<file path="config.mk">
export PLATFORM = sky130hd
export DESIGN_NAME = lcd_timing_ctrl_flat
export DESIGN_NICKNAME = d
export VERILOG_FILES = /design/src/rtl/lcd_timing_ctrl_if.sv /design/src/rtl/lcd_timing_ctrl.sv /design/src/flat_wrapper.sv
export SDC_FILE = /design/constraint.sdc
export NUM_CORES = 1
export LEC_CHECK = 0
export BUFFER_PORTS_ARGS = -buffer_cell sky130_fd_sc_hd__buf_4
export CORE_ASPECT_RATIO = 1.75
export CORE_UTILIZATION = 48
export DETAILED_ROUTE_END_ITERATION = 6
export PLACE_DENSITY = 0.65
export REMOVE_ABC_BUFFERS = 1
export SLEW_MARGIN = 0
export SYNTH_ARGS = -nofsm -noshare
export SYNTH_HDL_FRONTEND = slang
export SYNTH_SLANG_ARGS = --single-unit
</file>
<file path="constraint.sdc">
create_clock -name XTAL_IN -period 5.5 [get_ports XTAL_IN]
set_input_delay 1.1 -clock XTAL_IN [delete_from_list [all_inputs] [get_ports XTAL_IN]]
set_output_delay 1.1 -clock XTAL_IN [all_outputs]
set_load 0.1 [all_outputs]
</file>
<file path="src/rtl/lcd_timing_ctrl_if.sv">
`default_nettype none
// ============================================================================
// Module : lcd_timing_ctrl_if
// Brief  : Control/status bundle between the LCD timing controller and its user.
// Rev    : 1.0  initial release
// ============================================================================
interface lcd_timing_ctrl_if;
    logic        EN;
    logic        BTN_USER;
    logic        LCD_HSYNC;
    logic        LCD_VSYNC;
    logic        LCD_DEN;
    logic [10:0] pixel_x;
    logic [9:0]  pixel_y;
    logic        line_start;
    logic        frame_start;
    logic        pattern_sel;

    modport master (
        output EN, BTN_USER,
        input  LCD_HSYNC, LCD_VSYNC, LCD_DEN, pixel_x, pixel_y,
        input  line_start, frame_start, pattern_sel
    );

    modport slave (
        input  EN, BTN_USER,
        output LCD_HSYNC, LCD_VSYNC, LCD_DEN, pixel_x, pixel_y,
        output line_start, frame_start, pattern_sel
    );
endinterface
`default_nettype wire

</file>
<file path="src/rtl/lcd_timing_ctrl.sv">
`default_nettype none
// ============================================================================
// Module : lcd_timing_ctrl
// Brief  : RGB LCD sync/DEN/pixel-coordinate generator with frame-synchronous
//          debounced pattern select.
// Rev    : 1.0  initial release
// ============================================================================
module lcd_timing_ctrl #(
    parameter int H_ACTIVE = 480,
    parameter int H_FP     = 8,
    parameter int H_SYNC   = 4,
    parameter int H_BP     = 43,
    parameter int V_ACTIVE = 272,
    parameter int V_FP     = 8,
    parameter int V_SYNC   = 4,
    parameter int V_BP     = 12,
    parameter int DEB_CYC  = 65536
) (
    input  wire logic             XTAL_IN,
    input  wire logic             RST_N,
    lcd_timing_ctrl_if.slave      lcd
);
    localparam int H_TOTAL = H_SYNC + H_BP + H_ACTIVE + H_FP;
    localparam int V_TOTAL = V_SYNC + V_BP + V_ACTIVE + V_FP;
    localparam int DEB_W   = $clog2(DEB_CYC);

    localparam logic [10:0] C_H_LAST  = 11'(H_TOTAL - 1);
    localparam logic [9:0]  C_V_LAST  = 10'(V_TOTAL - 1);
    localparam logic [10:0] C_HS_END  = 11'(H_SYNC);
    localparam logic [10:0] C_HA_BEG  = 11'(H_SYNC + H_BP);
    localparam logic [10:0] C_HA_END  = 11'(H_SYNC + H_BP + H_ACTIVE);
    localparam logic [9:0]  C_VS_END  = 10'(V_SYNC);
    localparam logic [9:0]  C_VA_BEG  = 10'(V_SYNC + V_BP);
    localparam logic [9:0]  C_VA_END  = 10'(V_SYNC + V_BP + V_ACTIVE);
    localparam logic [DEB_W-1:0] C_DEB_LAST = DEB_W'(DEB_CYC - 1);

    generate
        if (H_TOTAL > 2048 || V_TOTAL > 1024 || DEB_CYC < 2) begin : g_param_err
            $error("lcd_timing_ctrl: timing sums exceed counter range or DEB_CYC < 2");
        end
    endgenerate

    typedef enum logic [1:0] {
        ST_IDLE  = 2'd0,
        ST_RUN   = 2'd1,
        ST_DRAIN = 2'd2
    } state_t;

    state_t      state, state_nxt;
    logic [10:0] h, h_nxt;
    logic [9:0]  v, v_nxt;
    logic        running_nxt;
    logic        h_act, v_act, den_nxt;

    logic             btn_meta, btn_sync, deb_level;
    logic [DEB_W-1:0] deb_cnt;

    always_comb begin
        state_nxt = state;
        h_nxt     = 11'd0;
        v_nxt     = 10'd0;
        case (state)
            ST_IDLE: begin
                if (lcd.EN) state_nxt = ST_RUN;
            end
            default: begin
                // Leaving only happens on the last pixel, so the wrapped counters are already 0.
                if (h == C_H_LAST && v == C_V_LAST && !lcd.EN)
                    state_nxt = ST_IDLE;
                else
                    state_nxt = lcd.EN ? ST_RUN : ST_DRAIN;
                if (h == C_H_LAST) begin
                    h_nxt = 11'd0;
                    v_nxt = (v == C_V_LAST) ? 10'd0 : v + 10'd1;
                end else begin
                    h_nxt = h + 11'd1;
                    v_nxt = v;
                end
            end
        endcase
        running_nxt = (state_nxt != ST_IDLE);
        h_act       = (h_nxt >= C_HA_BEG) && (h_nxt < C_HA_END);
        v_act       = (v_nxt >= C_VA_BEG) && (v_nxt < C_VA_END);
        den_nxt     = running_nxt && h_act && v_act;
    end

    always_ff @(posedge XTAL_IN) begin
        if (!RST_N) begin
            state           <= ST_IDLE;
            h               <= 11'd0;
            v               <= 10'd0;
            lcd.LCD_HSYNC   <= 1'b1;
            lcd.LCD_VSYNC   <= 1'b1;
            lcd.LCD_DEN     <= 1'b0;
            lcd.pixel_x     <= 11'd0;
            lcd.pixel_y     <= 10'd0;
            lcd.line_start  <= 1'b0;
            lcd.frame_start <= 1'b0;
        end else begin
            state           <= state_nxt;
            h               <= h_nxt;
            v               <= v_nxt;
            lcd.LCD_HSYNC   <= !(running_nxt && (h_nxt < C_HS_END));
            lcd.LCD_VSYNC   <= !(running_nxt && (v_nxt < C_VS_END));
            lcd.LCD_DEN     <= den_nxt;
            lcd.pixel_x     <= den_nxt ? (h_nxt - C_HA_BEG) : 11'd0;
            lcd.pixel_y     <= den_nxt ? (v_nxt - C_VA_BEG) : 10'd0;
            lcd.line_start  <= running_nxt && (h_nxt == 11'd0);
            lcd.frame_start <= running_nxt && (h_nxt == 11'd0) && (v_nxt == 10'd0);
        end
    end

    // Button: two-flop synchroniser, run-length debounce, commit on frame boundary.
    always_ff @(posedge XTAL_IN) begin
        if (!RST_N) begin
            btn_meta        <= 1'b0;
            btn_sync        <= 1'b0;
            deb_level       <= 1'b0;
            deb_cnt         <= '0;
            lcd.pattern_sel <= 1'b0;
        end else begin
            btn_meta <= lcd.BTN_USER;
            btn_sync <= btn_meta;
            if (btn_sync != deb_level) begin
                if (deb_cnt == C_DEB_LAST) begin
                    deb_level <= btn_sync;
                    deb_cnt   <= '0;
                end else begin
                    deb_cnt <= deb_cnt + 1'b1;
                end
            end else begin
                deb_cnt <= '0;
            end
            if (lcd.frame_start)
                lcd.pattern_sel <= deb_level;
        end
    end
endmodule
`default_nettype wire

</file>
<file path="src/flat_wrapper.sv">
// flat-port wrapper written by rule: the top's interface ports become plain ports
module lcd_timing_ctrl_flat 
#(
    parameter int H_ACTIVE = 480,
    parameter int H_FP     = 8,
    parameter int H_SYNC   = 4,
    parameter int H_BP     = 43,
    parameter int V_ACTIVE = 272,
    parameter int V_FP     = 8,
    parameter int V_SYNC   = 4,
    parameter int V_BP     = 12,
    parameter int DEB_CYC  = 65536
)
  (XTAL_IN, RST_N, lcd_EN, lcd_BTN_USER, lcd_LCD_HSYNC, lcd_LCD_VSYNC, lcd_LCD_DEN, lcd_pixel_x, lcd_pixel_y, lcd_line_start, lcd_frame_start, lcd_pattern_sel);
  lcd_timing_ctrl_if lcd_i ();
  input  wire logic XTAL_IN;
  input  wire logic RST_N;
  input wire logic [$bits(lcd_i.EN)-1:0] lcd_EN;
  input wire logic [$bits(lcd_i.BTN_USER)-1:0] lcd_BTN_USER;
  output wire logic [$bits(lcd_i.LCD_HSYNC)-1:0] lcd_LCD_HSYNC;
  output wire logic [$bits(lcd_i.LCD_VSYNC)-1:0] lcd_LCD_VSYNC;
  output wire logic [$bits(lcd_i.LCD_DEN)-1:0] lcd_LCD_DEN;
  output wire logic [$bits(lcd_i.pixel_x)-1:0] lcd_pixel_x;
  output wire logic [$bits(lcd_i.pixel_y)-1:0] lcd_pixel_y;
  output wire logic [$bits(lcd_i.line_start)-1:0] lcd_line_start;
  output wire logic [$bits(lcd_i.frame_start)-1:0] lcd_frame_start;
  output wire logic [$bits(lcd_i.pattern_sel)-1:0] lcd_pattern_sel;
  assign lcd_i.EN = lcd_EN;
  assign lcd_i.BTN_USER = lcd_BTN_USER;
  assign lcd_LCD_HSYNC = lcd_i.LCD_HSYNC;
  assign lcd_LCD_VSYNC = lcd_i.LCD_VSYNC;
  assign lcd_LCD_DEN = lcd_i.LCD_DEN;
  assign lcd_pixel_x = lcd_i.pixel_x;
  assign lcd_pixel_y = lcd_i.pixel_y;
  assign lcd_line_start = lcd_i.line_start;
  assign lcd_frame_start = lcd_i.frame_start;
  assign lcd_pattern_sel = lcd_i.pattern_sel;
  lcd_timing_ctrl #(.H_ACTIVE(H_ACTIVE), .H_FP(H_FP), .H_SYNC(H_SYNC), .H_BP(H_BP), .V_ACTIVE(V_ACTIVE), .V_FP(V_FP), .V_SYNC(V_SYNC), .V_BP(V_BP), .DEB_CYC(DEB_CYC)) u_core (.XTAL_IN(XTAL_IN), .RST_N(RST_N), .lcd(lcd_i));
endmodule
</file>
==> impl_metrics.json <==
{
  "vias": 2736,
  "post-synth-top-count-cell": "dfxtp_1",
  "n_antenna_cell": 0,
  "viasPerCell": 5.54,
  "start_kind": "flip-flop",
  "rsz0062_at_grt": "no",
  "synthesis.area_um2": 3360,
  "synth_edf_count": 0,
  "port_buffers": 30,
  "status": "completed",
  "grt_max_degree": 23,
  "critPathArrivalTime_ns": 3.75,
  "clockRootBuffer": "clkbuf_16",
  "p_seq_share_pct": 44.1,
  "yosys_warnings": 0,
  "syn2layout_area_growth_pct": 16.8,
  "drc_errors": 0,
  "tns_ns": 0,
  "grt_usage_pct": 23.1,
  "critPathMaxStageDelay_ns": 0.46,
  "clock_sinks": 69,
  "crit_fanout": 22,
  "crit_required_ns": 5.76,
  "antenna_found_initial": 0,
  "finalPower_mw": 1.15,
  "hp-class": "reg -> reg",
  "ys_seq_area_share_pct": 41.1,
  "detail-route-antenna-nets": 0,
  "drt_iter0_drc": 76,
  "fin_ws_ns": 2.01,
  "dieArea_um2": 7350,
  "coreArea_um2": 6810,
  "endpoint_kind": "flip-flop",
  "cts_buffers": 9,
  "h-tree-depth": 3,
  "dieWidth_um": 65.2,
  "postLayoutCoreUtil_pct": 57.6,
  "netlist_top_cells_area": "dfxtp_1 (41%), xnor2_1 (6.3%), nor2_1 (6.1%)",
  "worst_slew_pin_slew_ns": 0.843,
  "synth_area_leader_cell": "dfxtp_1",
  "path_cells": "inv_1 -> ha_1 -> and4bb_2 -> nand3_1 -> nand2_1 -> nor2_1 -> ha_1 -> nand4_1 -> o21ba_2 -> a311oi_2 -> o2111ai_2 -> buf_4 -> a21oi_1",
  "finalSetupViolCount": 0,
  "gp_congestion": 0.926,
  "final.period_utilization_pct": 63.4,
  "drive_gt1_share_pct": 19.5,
  "firstDrtPassIters": 4,
  "synth_top_cell_area_share_pct": 41.1,
  "crit_slowest_cell": "dfxtp_1",
  "p_clk_share_pct": 52.0,
  "leakagePower_nw": 1.48,
  "combPwrFrac_pct": 3.9,
  "avgSynthCellArea_um2": 8.84,
  "p_int_uw": 911,
  "grt_pass1_vias": 2781,
  "start_util_pct": 49.3,
  "pin_count": 31,
  "placed_area_um2": 3610,
  "nFillCells": 644,
  "cts-resized-gates": 0,
  "cts_buffer_depth": 2,
  "power.switching_uw": 240,
  "cts_setup_buffers": 0,
  "overflow": 0,
  "grt_pass1_wl_um": 12700,
  "synth_common_cells": "dfxtp_1 (69), nor2_1 (55), nand3_1 (25)",
  "drt_wl_total_um": 7780,
  "cts_tree": "done",
  "worst_path_most_repeated_cell": "ha_1",
  "yosys_register_bits": 69,
  "drv_cap": 0,
  "cts_hold_buf": 0,
  "p_sw_share_pct": 20.8,
  "num_rows": 40,
  "nets": 418,
  "dp_hpwl_um": 5870,
  "die_h_um": 113,
  "peakVddDrop_mv": 0.219,
  "dp_slack_ns": 2.12,
  "power_density_nw_per_um2": 293,
  "fmax_mhz": 287,
  "relSlewSlack_pct": 43.1,
  "finalCriticalPeriod_ns": 3.49,
  "ys_types": 62,
  "synth-async-reset-ratio_pct": 0,
  "fin_worst_skew_ns": 0.00883,
  "final_cell_area_um2": 3920,
  "synthCells": 380,
  "final_hold_viol_count": 0,
  "ys.flop_type": "dfxtp_1",
  "wl_per_cell_um": 15.7,
  "slew_violations": 0,
  "crit_type": "reg -> reg",
  "clk_latency_ns": 0.33,
  "clk_pin_slew_ns": 0.06
}
[kinds of logic (layout without fill, tap and decap cells)]
logic type      after synthesis  in the layout  share of synthesized area (%)
simple gates                185            185                           29.4
flops                        69             69                           41.1
compound gates               44             44                           10.1
xor+xnor                     42             42                           11.0
buf+inv                      26             56                           3.61
fa+ha+maj                     9              9                           3.35
mux                           5              5                           1.53
[worst max-delay path, delay by kind of cell (launching register included)]
| kind | cells | cell delay (ns) |
|---|---|---|
| and+or+nand+nor | 5 | 1.27 |
| AOI/OAI and AO/OA | 4 | 0.87 |
| DFF | 1 | 0.46 |
| adders and majority gates | 2 | 0.46 |
| buffers and inverters | 2 | 0.36 |
[per-stage QoR]
| step | std cells | hold WS, ns |
|---|---|---|
| finish | 494 | 0.439 |
| detailed placement | 478 | 0.427 |
| global route | 494 | 0.463 |
| floorplan | 362 | 0.412 |
| global placement | 478 | 0.415 |
| CTS | 494 | 0.443 |
[layer usage]
layer / routed length [µm] / vias to the layer above / track usage (%)
met1: 2820 / 1280 / 20.5
li1: - / 1367 / -
met4: 391 / 0 / 17.2
met2: 4280 / 61 / 42.1
met3: 285 / 28 / 6.50
met5: 0 / - / 0
[flip-flops by register name (all words and copies together), names as in the netlist]
signal	flops
u_core.lcd.pixel_y	10
u_core.deb_level	1
u_core.lcd.LCD_VSYNC	1
u_core.lcd.line_start	1
u_core.deb_cnt	16
u_core.lcd.pixel_x	11
u_core.h	11
u_core.btn_sync	1
u_core.lcd.pattern_sel	1
u_core.v	10
u_core.state	2
u_core.lcd.LCD_HSYNC	1
u_core.lcd.frame_start	1
u_core.btn_meta	1
u_core.lcd.LCD_DEN	1
[power by group through the flow]
stage / Combinational [mW] / Sequential [mW] / Clock (mW)
floorplan: 0.0156 / 0.534 / 0
global placement: 0.0445 / 0.518 / 0
detailed placement: 0.0445 / 0.518 / 0
CTS: 0.0446 / 0.507 / 0.610
global route: 0.0478 / 0.507 / 0.635
finish: 0.0446 / 0.508 / 0.599
[cells in the final DEF, fill, tap and decap left out, types with 6 or more instances in the layout]
cell / n
dfxtp_1: 69
nor2_1: 55
buf_4: 32
nand3_1: 25
nand2_1: 24
xnor2_1: 24
xor2_1: 18
nor2_2: 14
and3_1: 10
ha_1: 9
clkbuf_16: 9
and2_1: 8
nand4_1: 8
inv_1: 7
nor3_1: 7
a21oi_1: 6
o21ai_0: 6
[path summary, 6_finish.rpt]
check | slack, ns | endpoint | cells past startpoint | startpoint
max | 2.01 | u_core.lcd.pixel_x[6] | 13 | u_core.h[0]
min | 0.44 | u_core.btn_sync | 1 | u_core.btn_meta
max reg2reg | 2.01 | u_core.lcd.pixel_x[6] | 13 | u_core.h[0]
min reg2reg | 0.44 | u_core.btn_sync | 1 | u_core.btn_meta
[cell type report]
class / instances / area (µm²) / share of cell area, %
Inverter: 8 / 30.0 / 0.766
Multi-Input combinational cell: 285 / 1860 / 47.3
Tap cell: 84 / 105 / 2.68
Timing Repair Buffer: 32 / 240 / 6.13
Clock buffer: 12 / 236 / 6.03
Sequential cell: 69 / 1380 / 35.2
Clock inverter: 4 / 72.6 / 1.85
Power figures use the tool's default switching activity.
